[config.mk]
export PLATFORM = sky130hd
export DESIGN_NAME = gcn_transform_ctrl
export DESIGN_NICKNAME = d
export VERILOG_FILES = /design/src/rtl/gcn_transform_ctrl.sv
export SDC_FILE = /design/constraint.sdc
export NUM_CORES = 1
export LEC_CHECK = 0
export ABC_AREA = 1
export CORE_UTILIZATION = 48
export DETAILED_ROUTE_END_ITERATION = 8
export PLACE_DENSITY = 0.85
export REMOVE_ABC_BUFFERS = 1
export SKIP_CTS_REPAIR_TIMING = 1
export SYNTH_ARGS = -nofsm -noshare
export SYNTH_HDL_FRONTEND = slang
export SYNTH_SLANG_ARGS = --single-unit
[constraint.sdc]
create_clock -name clk -period 2.7 [get_ports clk]
set_input_delay 0.27 -clock clk [delete_from_list [all_inputs] [get_ports clk]]
set_output_delay 0.27 -clock clk [all_outputs]
set_load 0.02 [all_outputs]
[src/rtl/gcn_transform_ctrl.sv]
// Sequencer for the GCN transformation stage FM_WM = FM x WM.
// Walks three nested counters (k innermost dot-product index, c weight column,
// r feature row), issues paired feature/weight reads, steers the MAC
// accumulate/clear controls one cycle behind the reads (memory latency), and
// hands each finished dot product to the result buffer.
//
// Result handshake: res_wr_en is a valid that, once raised, stays high with
// res_row/res_col held stable until a cycle in which res_wr_ready is also high;
// that cycle is the transfer. No other condition completes or withdraws the
// request except abort or reset.
module gcn_transform_ctrl #(
  parameter int FEATURE_ROWS = 6,
  parameter int FEATURE_COLS = 96,
  parameter int WEIGHT_COLS  = 3,
  localparam int FR_W = (FEATURE_ROWS > 1) ? $clog2(FEATURE_ROWS) : 1,
  localparam int K_W  = (FEATURE_COLS > 1) ? $clog2(FEATURE_COLS) : 1,
  localparam int WC_W = (WEIGHT_COLS  > 1) ? $clog2(WEIGHT_COLS)  : 1
) (
  input  logic            clk,
  input  logic            rst_n,
  input  logic            start,
  input  logic            abort,
  output logic            busy,
  output logic            done,
  output logic            feat_rd_en,
  output logic [FR_W-1:0] feat_row_addr,
  output logic [K_W-1:0]  feat_col_addr,
  output logic            wgt_rd_en,
  output logic [K_W-1:0]  wgt_row_addr,
  output logic [WC_W-1:0] wgt_col_addr,
  output logic            mac_en,
  output logic            mac_clear,
  output logic            res_wr_en,
  input  logic            res_wr_ready,
  output logic [FR_W-1:0] res_row,
  output logic [WC_W-1:0] res_col,
  output logic [2:0]      dbg_state
);

  typedef enum logic [2:0] {
    ST_IDLE  = 3'd0,
    ST_ISSUE = 3'd1,
    ST_DRAIN = 3'd2,
    ST_WRITE = 3'd3,
    ST_DONE  = 3'd4
  } state_e;

  // Last legal value of each counter; counters wrap here and never exceed it.
  localparam logic [FR_W-1:0] R_LAST = FR_W'(FEATURE_ROWS - 1);
  localparam logic [K_W-1:0]  K_LAST = K_W'(FEATURE_COLS - 1);
  localparam logic [WC_W-1:0] C_LAST = WC_W'(WEIGHT_COLS - 1);

  state_e          state_q, state_d;
  logic [FR_W-1:0] r_q, r_d;
  logic [K_W-1:0]  k_q, k_d;
  logic [WC_W-1:0] c_q, c_d;
  // MAC controls are the read strobe delayed by the one-cycle memory latency.
  logic            mac_en_q, mac_en_d;
  logic            mac_clear_q, mac_clear_d;

  // State, counters and the delayed MAC controls; reset discards any pass.
  always_ff @(posedge clk or negedge rst_n) begin
    if (!rst_n) begin
      state_q     <= ST_IDLE;
      r_q         <= '0;
      k_q         <= '0;
      c_q         <= '0;
      mac_en_q    <= 1'b0;
      mac_clear_q <= 1'b0;
    end else begin
      state_q     <= state_d;
      r_q         <= r_d;
      k_q         <= k_d;
      c_q         <= c_d;
      mac_en_q    <= mac_en_d;
      mac_clear_q <= mac_clear_d;
    end
  end

  // Next-state, counter stepping and the Moore-style strobes.
  always_comb begin
    state_d     = state_q;
    r_d         = r_q;
    k_d         = k_q;
    c_d         = c_q;
    mac_en_d    = 1'b0;
    mac_clear_d = 1'b0;
    busy        = 1'b0;
    done        = 1'b0;
    feat_rd_en  = 1'b0;
    res_wr_en   = 1'b0;

    case (state_q)
      ST_IDLE: begin
        // A start that arrives together with abort is dropped.
        if (start && !abort) begin
          state_d = ST_ISSUE;
          r_d     = '0;
          c_d     = '0;
          k_d     = '0;
        end
      end

      ST_ISSUE: begin
        busy        = 1'b1;
        feat_rd_en  = 1'b1;
        mac_en_d    = 1'b1;
        // First read of a dot product restarts the accumulator.
        mac_clear_d = (k_q == '0);
        if (k_q == K_LAST) begin
          k_d     = '0;
          state_d = ST_DRAIN;
        end else begin
          k_d = k_q + K_W'(1);
        end
      end

      ST_DRAIN: begin
        // Lets the final read's data pass through the MAC before the write.
        busy    = 1'b1;
        state_d = ST_WRITE;
      end

      ST_WRITE: begin
        busy      = 1'b1;
        res_wr_en = 1'b1;
        if (res_wr_ready) begin
          if (c_q == C_LAST) begin
            c_d = '0;
            if (r_q == R_LAST) begin
              r_d     = '0;
              state_d = ST_DONE;
            end else begin
              r_d     = r_q + FR_W'(1);
              state_d = ST_ISSUE;
            end
          end else begin
            c_d     = c_q + WC_W'(1);
            state_d = ST_ISSUE;
          end
        end
      end

      ST_DONE: begin
        done    = 1'b1;
        state_d = ST_IDLE;
      end

      default: begin
        state_d = ST_IDLE;
      end
    endcase

    // Abort wins over everything outside IDLE: back to IDLE with clean
    // counters, the in-flight MAC strobe squashed, and no done pulse.
    if (abort && (state_q != ST_IDLE)) begin
      state_d     = ST_IDLE;
      r_d         = '0;
      k_d         = '0;
      c_d         = '0;
      mac_en_d    = 1'b0;
      mac_clear_d = 1'b0;
      done        = 1'b0;
    end
  end

  // Addresses follow the counters directly; they only matter under their strobe.
  always_comb begin
    wgt_rd_en     = feat_rd_en;
    feat_row_addr = r_q;
    feat_col_addr = k_q;
    wgt_row_addr  = k_q;
    wgt_col_addr  = c_q;
    res_row       = r_q;
    res_col       = c_q;
    mac_en        = mac_en_q;
    mac_clear     = mac_clear_q;
    dbg_state     = state_q;
  end

endmodule

## Word-level counts from Yosys, hierarchy flattened

Cells that the tools add are included.

- Register bits: 17
- Bits in latches: 0
- RAM bits: 0
- Memory bits (read-only): 0
- Input bits: 5
- Output and inout bits: 34
- Logic and storage cells: 63
- Memories: 0

- Add/subtract/negate cells: 3
- Multiply operators: 0
- Div/mod/pow operators: 0
- Magnitude comparators: 0
- Eq/ne operators: 11
- Shift operators: 0
- Muxes and demuxes: 30
- Bitwise logic cells: 0
- Reductions and logical operators: 13

Operators with widths:

| kind | count |
|---|---|
| $mux W3 | 11 |
| $mux W7 | 3 |
| $pmux W7 S2 | 1 |
| $ne A3 B3 Y1 const B | 4 |
| $pmux W3 S4 | 1 |
| $reduce_bool A3 Y1 | 3 |
| $mux W1 | 8 |
| $mux W2 | 4 |
| $add A7 B1 Y7 const B | 1 |
| $eq A7 B7 Y1 const B | 1 |
| $logic_not A7 Y1 | 1 |
| $eq A3 B2 Y1 const B | 2 |
| $eq A3 B3 Y1 const B | 2 |
| $pmux W3 S2 | 1 |
| $reduce_and A3 Y1 | 2 |
| $pmux W2 S2 | 1 |
| $reduce_and A4 Y1 | 1 |
| $add A3 B1 Y3 const B | 1 |
| $eq A3 B1 Y1 const B | 1 |
| $logic_not A3 Y1 | 1 |
| $reduce_or A3 Y1 | 1 |
| $add A2 B1 Y2 const B | 1 |
| $eq A2 B2 Y1 const B | 1 |
| $logic_and A1 B1 Y1 | 2 |
| 2 further kinds | 2 |

## Logic depth before layout (Yosys ltp)

Gate-level depths: netlist of the first run.

- Depth in word-level cells: 6
- Gate-level depth with buffers: 9
- Gate-level depth less buffers: 8

## Least setup slack after synthesis of the first run

OpenSTA, ideal clock, no wires.

- Path kind: register -> output
- Start point: register state_q[2], in the netlist dbg_state[2]
- End point: output port done
- Arrival time: 1.351 ns
- Path slack: 1.079 ns
- Cell stages (with the launch flop): 3
- Cells stage by stage: dfrtp_1 -> inv_2 -> nor4_1

- Cells in the longest elaborated chain, start to end: 3

Ends and longest elaborated chain:

| element | line | RTL |
|---|---|---|
| start, declared | 53 | `state_e state_q, state_d;` |
| start signal, assigned | 71 | `state_q <= state_d;` |
| $eq A3 B3 Y1 or $reduce_bool A3 Y1 (tied branches) | 93, 156 |  |
| $mux W1 or $logic_and A1 B1 Y1 (tied branches) | 93, 156 |  |
| $mux W1 (*) | 156 | `if (abort && (state_q != ST_IDLE)) begin` |
| end, declared | 24 | `output logic done,` |

Mark *: on every way between the ends. The rest lies on a longest branch, timed or not.

## Worst setup path in the final report of the first run

- Start point: register state_q[0], in the netlist dbg_state[0]
- End point: output port done

The elaborated chain is that of the path after synthesis.

==> results of run 1 <==
==> state kept, by name (all words and copies together), names as in the netlist <==
signal,flops
dbg_state,3
feat_col_addr,7
feat_row_addr,3
mac_clear,1
mac_en,1
res_col,2
==> synthesized netlist by cell type <==
cell type and n:
sky130_fd_sc_hd__nand2_1 34, sky130_fd_sc_hd__nor4_1 2, sky130_fd_sc_hd__nand3_2 3, sky130_fd_sc_hd__buf_4 13
sky130_fd_sc_hd__nor3_1 1, sky130_fd_sc_hd__nor2_1 13, sky130_fd_sc_hd__a21oi_1 3, sky130_fd_sc_hd__nand4_1 7
sky130_fd_sc_hd__o21ai_0 8, sky130_fd_sc_hd__nor2_4 4, sky130_fd_sc_hd__dfrtp_1 17, sky130_fd_sc_hd__nand3_1 16
sky130_fd_sc_hd__inv_1 18, sky130_fd_sc_hd__ha_1 2, sky130_fd_sc_hd__buf_6 1, sky130_fd_sc_hd__xor2_1 1
sky130_fd_sc_hd__nand3_4 1, sky130_fd_sc_hd__nand2_2 4, sky130_fd_sc_hd__inv_2 3
==> through the flow <==
| stage | instance area, um2 | utilization [%] | hold WS, ps |
|---|---|---|---|
| 6_report | 1470 | 66.46 | 431.3 |
| 5_1_grt | 1470 | 66.46 | 472.4 |
| 4_1_cts | 1470 | 66.46 | 448.0 |
| 3_5_place_dp | 1444 | 65.27 | 550.5 |
| 3_3_place_gp | 1444 | 65.27 | 535.3 |
| 2_1_floorplan | 1028 | - | -25.59 |
==> power breakdown <==
| group | internal, mW | switching, mW |
|---|---|---|
| clock | 0.0574 | 0.0760 |
| sequential | 0.297 | 0.0713 |
| combinational | 0.276 | 0.411 |
==> per-layer routing <==
layer	track usage, %	vias to the layer above	part of all wire [%]
li1	-	535	-
met1	28.17	510	43
met2	41.33	38	52
met3	3.333	4	4.7
met4	12.04	0	0.84
met5	0	-	0
==> worst max-delay path, stage by stage (launching register included) <==
cell	delay, ps
sky130_fd_sc_hd__dfrtp_1	520
sky130_fd_sc_hd__nor4_1	390
sky130_fd_sc_hd__clkdlybuf4s50_1	690
==> path summary, 6_finish.rpt <==
path	from	to	slack, ps	cells past startpoint
worst max-delay path	dbg_state[0]$_DFFE_PN0P_	done	530	2
worst min-delay path	rst_n	feat_col_addr[3]$_DFFE_PN0P_	430	1
worst max register to register	feat_col_addr[0]$_DFFE_PN0P_	dbg_state[1]$_DFFE_PN0P_	1210	7
worst min register to register	feat_col_addr[4]$_DFFE_PN0P_	mac_clear$_DFF_PN0_	570	1
max in group asynchronous	rst_n	feat_col_addr[0]$_DFFE_PN0P_	1770	1
min in group clk	feat_col_addr[4]$_DFFE_PN0P_	mac_clear$_DFF_PN0_	570	1
==> logic make-up after synthesis <==
logic type,count (synthesis)
DFF,17
AOI/OAI and AO/OA,11
adders and majority gates,2
xor gates and xnor gates,1
buffers and inverters,35
and+or+nand+nor,85
==> placed cells by master (no fill, tap or decap), drive strengths merged <==
| cell type | synthesis | final |
|---|---|---|
| clkdlybuf4s50 | 0 | 38 |
| xor2 | 1 | 1 |
| nand3 | 20 | 20 |
| inv | 21 | 21 |
| o21ai | 8 | 8 |
| nor4 | 2 | 2 |
| dfrtp | 17 | 17 |
| ha | 2 | 2 |
| nand4 | 7 | 7 |
| nor3 | 1 | 1 |
| clkbuf | 0 | 4 |
| nor2 | 17 | 17 |
| nand2 | 38 | 38 |
| a21oi | 3 | 3 |
==> cell type report <==
cell class                      instances  area [um2]  area share (%)
Tap cell                               28       35.03           2.383
Clock buffer                            4       26.28           1.787
Multi-Input combinational cell         99       524.3           35.66
Sequential cell                        17       425.4           28.94
Timing Repair Buffer                   38       380.4           25.87
Inverter                               21       78.83           5.362
==> impl_summary.txt, run 1 <==
----------------------------------------------------
[Run status]
  Run status ... finished clean

[Logic synthesis]
  Synthesized-area fraction occupied by xor and xnor cells ... less than 1%
  Flip-flop and latch count after synthesis ... 17
  Ranking of synthesized cells by area ... sky130_fd_sc_hd__dfrtp_1 (37%), sky130_fd_sc_hd__nand2_1 (11%), sky130_fd_sc_hd__buf_4 (8.6%), sky130_fd_sc_hd__nand3_1 (7.0%), sky130_fd_sc_hd__inv_1 (5.9%)
  Number of library cell types mapped by synthesis ... 19
  Fraction of the mapped netlist area in compound gates ... 4.840%
  Mapped cell area ... between 1000 and 1500 um2
  Post-synthesis mux area share ... 0%
  Total number of yosys warnings ... 0
  Simple-gate share of the synthesized area ... 38.28%
  Portion of the post-synthesis area used by sequential elements ... 37.40%
  Combinational family with the most area after synthesis ... simple AND/OR/NAND/NOR gates
  Cell type with the largest total area after synthesis ... sky130_fd_sc_hd__dfrtp_1
  Share of synthesized cell area in full adder, half adder and majority cells ... 2.200%
  Number of instances in the synthesized netlist ... 151
  Top cell type's share of synthesized area ... between 30% and 40%
  Mean instance size in the synthesized netlist ... 7.532 um2

[Power]
  Power density over cell area ... slightly above 800 nW/um2
  Total power ... 1.189 mW
  Leakage power summed over all cells ... 0.6807 nW
  Peak ir drop on the vdd network ... roughly 0.59 mV

[Clocking]
  Clock insertion delay at the later pin of the skew report ... 290 ps
  Clock transition at the registers of the reported paths ... 90 ps
  Number of CTS-inserted buffers ... 3
  TritonCTS clock tree ... built
  Clock net sink count ... 17
  Buffer levels on the longest clock path ... 2
  Total number of H-tree levels ... 1
  Library cell used as clock root buffer ... sky130_fd_sc_hd__clkbuf_4

[Drt]
  Count of TritonRoute iterations in the first routing pass ... 4
  Routed Antenna Nets ... 0
  1st-iter DRT viols ... 21
  Wirelength, routed ... 2.610 mm
  Via/cell ratio ... 5.251
  Post-route DRC violation count ... 0
  Detailed-route via count ... about 1100
  Detailed-route wire length per cell ... 12.61 um

[Die]
  # rows ... 17
  Top-Level Pins ... 39
  Standard cell core area ... about 2200 um2
  Chip height ... just over 50 um
  Horizontal extent of the die ... 50.68 um
  Initial Util ... 51.41%
  Die Footprint ... 2568 um2

[Global route]
  Number of antenna violations at the first check in global routing ... 0
  GRT Residual Overflow ... 0
  Via count of the first global-routing pass ... 1025
  Global-route wire length before repair ... 4.519 mm
  Total routing usage reported by global routing ... 23.74%
  Largest net degree at the start of global routing ... 18

[Worst setup path]
  Required @ worst endpoint ... 2430 ps
  Startpoint-to-endpoint class of the critical path ... flip-flop to primary output
  Kind of end point of the critical path ... primary output
  Arrival time at the worst endpoint ... 1900 ps
  Kind of launch point of the worst setup path ... flip-flop
  CP max FO ... 9

[Timing]
  Final setup vio count ... 0
  Min Clock Period, post-route ... approximately 2200 ps
  Period Utilization, post-route ... 80.24%
  Max Slew Vio Count ... 0
  Final setup skew ... 3.964 ps
  Worst setup margin ... between 500 and 600 ps
  Max Fclk ... between 400 and 500 MHz
  Setup repair after global routing missed its margin ... no
  Remaining max-slew budget at the tightest pin ... a little under half
  Least-Margin Pin Slew ... 788.6 ps
  Setup TNS ... 0 ps
  Endpoints failing hold ... 0

[Placement]
  Routability cong. ... 0.8956
  Minimum setup slack after placement ... 699.4 ps
  Port Buffer Count ... 38
  Half-perimeter wire length after detailed placement ... 1.966 mm
  # placed instances ... 203

[Layout]
  Area growth from synthesis to layout ... 29.26%
  Number of fillers in the final layout ... 212
  Number of standard cells in the final layout excluding fillers ... 207
  Final net count ... 187
  Share of post-route cells with drive strength above 1 ... approximately 10%
  Antenna diodes ... 0

[Hold path]
  Class of the worst hold path ... input pin to async pin

[Job]
  Number of maximum-capacitance violations ... 0

----------------------------------------------------
(Power assumes the default switching activity.)
==> run 2, diff against run 1 <==
CORE_UTILIZATION = 45   (was 48)
PLACE_DENSITY = 0.8   (was 0.85)
clock period = 2 ns   (was 2.7 ns; I/O delays follow)
==> impl_summary.txt, run 2 (same netlist as run 1, synthesis figures left out) <==
----------------------------------------------------
[Placement]
  Half-perimeter wire length after detailed placement ... 2.039 mm
  Port Buffer Count ... 38
  Routability cong. ... ~0.90

[Timing]
  Max Slew Vio Count ... 0
  Final setup skew ... just over 7 ps
  Remaining max-slew budget at the tightest pin ... about 81%
  Setup repair after global routing missed its margin ... no
  Min Clock Period, post-route ... 1891 ps
  Endpoints failing hold ... 0
  Setup TNS ... 0 ps
  Least-Margin Pin Slew ... around 280 ps
  Period Utilization, post-route ... 94.57%
  Final setup vio count ... 0
  Max Fclk ... 528.7 MHz

[Drt]
  Routed Antenna Nets ... 0
  Post-route DRC violation count ... 0
  Detailed-route via count ... 1095
  Detailed-route wire length per cell ... 12.43 um
  Count of TritonRoute iterations in the first routing pass ... 4
  1st-iter DRT viols ... 46
  Wirelength, routed ... 2.598 mm
  Via/cell ratio ... 5.239

[Run status]
  Run status ... finished clean

[Clocking]
  Total number of H-tree levels ... 1
  Clock net sink count ... 17
  TritonCTS clock tree ... built
  Clock transition at the registers of the reported paths ... 100 ps
  Number of CTS-inserted buffers ... 3
  Buffer levels on the longest clock path ... 2
  Library cell used as clock root buffer ... sky130_fd_sc_hd__clkbuf_4
  Clock insertion delay at the later pin of the skew report ... a little under 300 ps

[Global route]
  Number of antenna violations at the first check in global routing ... 0
  GRT Residual Overflow ... 0
  Via count of the first global-routing pass ... 905
  Global-route wire length before repair ... 4.153 mm
  Largest net degree at the start of global routing ... 18
  Total routing usage reported by global routing ... 20.72%

[Worst setup path]
  Required @ worst endpoint ... 1800 ps
  Startpoint of the most critical register-to-register path ... feat_col_addr[0]$_DFFE_PN0P_
  Total buffers and inverters traversed by the critical path ... 1
  Kind of end point of the critical path ... primary output
  CP endpoint ... res_wr_en
  Worst setup slack for register-to-register paths ... 560 ps
  Slowest library cell on the worst path ... sky130_fd_sc_hd__clkdlybuf4s50_1
  CP max FO ... 6
  Kind of launch point of the worst setup path ... flip-flop
  Worst setup path startpoint ... dbg_state[1]$_DFFE_PN0P_
  Reg2reg path depth ... 6
  Cell family with the largest share of critical-path delay ... buffers and inverters
  Arrival time at the worst endpoint ... 1690 ps
  Capturing point of the worst reg2reg path ... feat_col_addr[6]$_DFFE_PN0P_
  Startpoint-to-endpoint class of the critical path ... flip-flop to primary output
  Slowest Stage Delay on Critical Path ... around 630 ps
  Cell count along the critical path ... 3
  Critical path, cell by cell ... nand2_2 -> nor2_4 -> clkdlybuf4s50_1

[Power]
  Power density over cell area ... 1077 nW/um2
  Leakage power summed over all cells ... 0.7320 nW
  Total power ... 1.609 mW
  Peak ir drop on the vdd network ... 0.6989 mV

[Layout]
  Number of flip-flops under the largest register name ... 7
  Leading cell type in the layout, fill and taps excluded ... sky130_fd_sc_hd__clkdlybuf4s50_1
  Most used cells in the layout excluding fill and tap cells ... sky130_fd_sc_hd__clkdlybuf4s50_1 (35), sky130_fd_sc_hd__nand2_1 (34), sky130_fd_sc_hd__inv_1 (18)
  Final net count ... 189
  Area growth from synthesis to layout ... 31.35%
  Antenna diodes ... 0
  Share of post-route cells with drive strength above 1 ... 11.60%

[Die]
  Standard cell core area ... about 2300 um2
  Chip height ... approximately 52 um
  # rows ... 17
  Initial Util ... 49.51%
  Die Footprint ... 2733 um2
  Top-Level Pins ... 39
  Horizontal extent of the die ... 52.28 um

[Hold path]
  Class of the worst hold path ... input pin to async pin

[Job]
  Number of maximum-capacitance violations ... 0

----------------------------------------------------
run 2: cell count changes in the layout (fill, tap and decap cells not counted), sizes merged:
cell / before / now
buf: 0 / 2
clkdlybuf4s50: 38 / 35
dlymetal6s2s: 0 / 3
run 2: stage by stage:
stage / setup slack (ps) / instance area, um2 / cells / hold slack (ps) / util, %
6_report: 108.6 / 1494 / 209 / 222.0 / 65.03
5_1_grt: 22.56 / 1494 / 209 / 223.2 / 65.03
4_1_cts: -110.4 / 1485 / 209 / 226.7 / 64.65
3_5_place_dp: 234.5 / 1459 / 205 / 542.6 / 63.51
3_3_place_gp: 304.1 / 1459 / 205 / 531.9 / 63.51
2_1_floorplan: 448.7 / 1028 / 137 / -95.59 / -
run 2: worst min-delay path by stage:
| stage | from | to | slack, ps |
|---|---|---|---|
| 6_report | rst_n | mac_clear$_DFF_PN0_ | 220 |
| 3_3_place_gp | res_col[0]$_DFFE_PN0P_ | res_col[0]$_DFFE_PN0P_ | 530 |
| 3_5_place_dp | rst_n | feat_row_addr[0]$_DFFE_PN0P_ | 540 |
| 2_1_floorplan | rst_n | dbg_state[0]$_DFFE_PN0P_ | -100 |
| 4_1_cts | rst_n | feat_row_addr[1]$_DFFE_PN0P_ | 230 |
| 5_1_grt | rst_n | feat_row_addr[2]$_DFFE_PN0P_ | 220 |
run 2: per-layer routing:
metal	part of all wire (%)	GRT usage, %	wire, um
met4	1.5	5.263	40
met2	49	33.97	1286
met1	44	26.88	1132
met3	5.4	5.507	139
met5	0	0	0
run 2: cell type report:
cell class	instances	area (um2)
flip-flops and latches	17	426.7
multi-input cells	99	524.3
inverters	21	78.83
fillers	200	803.3
clock buffers	4	26.28
well taps	28	35.03
repair buffers	40	402.9
run 2: worst reg2reg max path, stage by stage, from the launching register on:
cell and delay [ps]:
sky130_fd_sc_hd__dfrtp_1 460, sky130_fd_sc_hd__ha_1 230, sky130_fd_sc_hd__nand3_1 120, sky130_fd_sc_hd__nor2_1 210, sky130_fd_sc_hd__nor2_1 80, sky130_fd_sc_hd__o21ai_0 140
sky130_fd_sc_hd__nand2_1 80
run 2: power by group:
part | total, mW | internal, mW | switching, mW
registers | 0.498 | 0.403 | 0.0951
logic | 0.932 | 0.370 | 0.562
clock network | 0.179 | 0.0775 | 0.101
total | 1.61 | 0.850 | 0.758
==> run 3, diff against run 2 <==
MAX_ROUTING_LAYER = met4   (was unset)
==> impl_summary.txt, run 3 (same netlist as run 1, synthesis figures left out) <==
----------------------------------------------------
[Clocking]
  TritonCTS clock tree ... built
  Clock net sink count ... 17
  Clock transition at the registers of the reported paths ... 100 ps
  Library cell used as clock root buffer ... sky130_fd_sc_hd__clkbuf_4
  Number of CTS-inserted buffers ... 3
  Clock insertion delay at the later pin of the skew report ... 290 ps
  Total number of H-tree levels ... 1
  Buffer levels on the longest clock path ... 2

[Worst setup path]
  Worst setup slack for register-to-register paths ... 560 ps
  Kind of end point of the critical path ... primary output
  Startpoint of the most critical register-to-register path ... feat_col_addr[0]$_DFFE_PN0P_
  Required @ worst endpoint ... about 1800 ps
  Reg2reg path depth ... 6
  CP max FO ... 6
  Kind of launch point of the worst setup path ... flip-flop
  Startpoint-to-endpoint class of the critical path ... flip-flop to primary output
  Capturing point of the worst reg2reg path ... feat_col_addr[6]$_DFFE_PN0P_
  Arrival time at the worst endpoint ... 1690 ps

[Power]
  Clk network pwr share ... between 10% and 20%
  Power density over cell area ... 1074 nW/um2
  Switching pwr ... 754.4 uW
  Part of the power in combinational logic ... 57.9%
  Internal portion of total power ... between 800 and 900 uW
  Net Sw Frac ... 47.02%
  Peak ir drop on the vdd network ... 0.6984 mV
  Sequential group share of total power ... 31.0%
  Leakage power summed over all cells ... 0.7320 nW

[Timing]
  Final setup vio count ... 0
  Max Fclk ... 529.5 MHz
  Endpoints failing hold ... 0
  Least-Margin Pin Slew ... 280.9 ps
  Setup repair after global routing missed its margin ... no
  Max Slew Vio Count ... 0
  Remaining max-slew budget at the tightest pin ... between 80% and 90%
  Period Utilization, post-route ... between 90% and 100%
  Worst hold-check slack ... 223.5 ps
  Final setup skew ... 7.340 ps
  Min Clock Period, post-route ... 1889 ps

[Die]
  Die Footprint ... between 2000 and 3000 um2
  Horizontal extent of the die ... approximately 52 um
  Top-Level Pins ... 39
  # rows ... 17
  Standard cell core area ... 2297 um2
  Initial Util ... 49.51%
  Chip height ... between 50 and 60 um

[Global route]
  Number of antenna violations at the first check in global routing ... 0
  Via count of the first global-routing pass ... 906
  Largest net degree at the start of global routing ... 18
  Total routing usage reported by global routing ... 21.26%
  Global-route wire length before repair ... 4.153 mm
  GRT Residual Overflow ... 0

[Drt]
  Count of TritonRoute iterations in the first routing pass ... 4
  1st-iter DRT viols ... 46
  Via/cell ratio ... about 5.2
  Post-route DRC violation count ... 0
  Detailed-route wire length per cell ... 12.45 um
  Routed Antenna Nets ... 0
  Detailed-route via count ... 1086
  Wirelength, routed ... 2.602 mm

[Placement]
  # placed instances ... around 210
  Routability cong. ... 0.9168
  Port Buffer Count ... 38
  Half-perimeter wire length after detailed placement ... just over 2 mm

[Layout]
  Share of post-route cells with drive strength above 1 ... 11.60%
  Most used cells in the layout excluding fill and tap cells ... sky130_fd_sc_hd__clkdlybuf4s50_1 (35), sky130_fd_sc_hd__nand2_1 (34), sky130_fd_sc_hd__inv_1 (18)
  Leading cell type in the layout, fill and taps excluded ... sky130_fd_sc_hd__clkdlybuf4s50_1
  Antenna diodes ... 0
  Final net count ... around 190
  Area growth from synthesis to layout ... 31.35%
  Number of flip-flops under the largest register name ... 7
  Number of standard cells in the final layout excluding fillers ... between 200 and 250
  Final core utilization ... 65.03%

[Job]
  Number of maximum-capacitance violations ... 0

[Hold path]
  Class of the worst hold path ... input pin to async pin

[Run status]
  Run status ... finished clean

----------------------------------------------------
[run 3: how the worst max path moves through the flow]
stage	startpoint	end	slack, ps	depth (start not counted)
3_5_place_dp	dbg_state[2]$_DFFE_PN0P_	wgt_rd_en	230	4
6_report	dbg_state[1]$_DFFE_PN0P_	res_wr_en	110	3
4_1_cts	dbg_state[2]$_DFFE_PN0P_	wgt_rd_en	-110	4
2_1_floorplan	dbg_state[2]$_DFFE_PN0P_	done	450	2
3_3_place_gp	dbg_state[2]$_DFFE_PN0P_	wgt_rd_en	300	4
5_1_grt	dbg_state[1]$_DFFE_PN0P_	res_wr_en	20	3
[run 3: layer usage]
| layer | wire length [um] | track usage [%] | share of wire [%] | vias to the layer above |
|---|---|---|---|---|
| met5 | 0 | - | 0 | - |
| li1 | - | - | - | 535 |
| met1 | 1141 | 26.88 | 44 | 506 |
| met3 | 134 | 5.507 | 5.1 | 2 |
| met2 | 1302 | 33.97 | 50 | 43 |
| met4 | 24 | 5.263 | 0.92 | 0 |
[run 3: per-stage QoR]
step	cell area [um2]	worst slack, ps	TNS (ps)	total power [mW]
after floorplan	1028	448.7	0	1.058
after CTS	1485	-110.4	-218.4	1.614
after detailed placement	1459	234.5	0	1.430
after global placement	1459	304.1	0	1.403
after global routing	1494	22.56	0	1.715
final	1494	111.3	0	1.604
[run 3: power by group through the flow]
stage / Combinational (mW) / Sequential, mW / Clock [mW]
CTS: 0.933 / 0.497 / 0.184
floorplan: 0.464 / 0.594 / 0
detailed placement: 0.927 / 0.504 / 0
finish: 0.929 / 0.498 / 0.178
global route: 1.00 / 0.514 / 0.201
global placement: 0.908 / 0.495 / 0
[run 3: final cells by class]
| class | count | area [um2] |
|---|---|---|
| Multi-Input combinational cell | 99 | 524.3 |
| Tap cell | 28 | 35.03 |
| Timing Repair Buffer | 40 | 402.9 |
| Inverter | 21 | 78.83 |
| Sequential cell | 17 | 426.7 |
| Fill cell | 200 | 803.3 |
| Clock buffer | 4 | 26.28 |
[run 3: critical path, stage by stage (launching register included)]
cell and delay [ps]:
sky130_fd_sc_hd__dfrtp_1 490, sky130_fd_sc_hd__nand2_2 120, sky130_fd_sc_hd__nor2_4 160, sky130_fd_sc_hd__clkdlybuf4s50_1 620
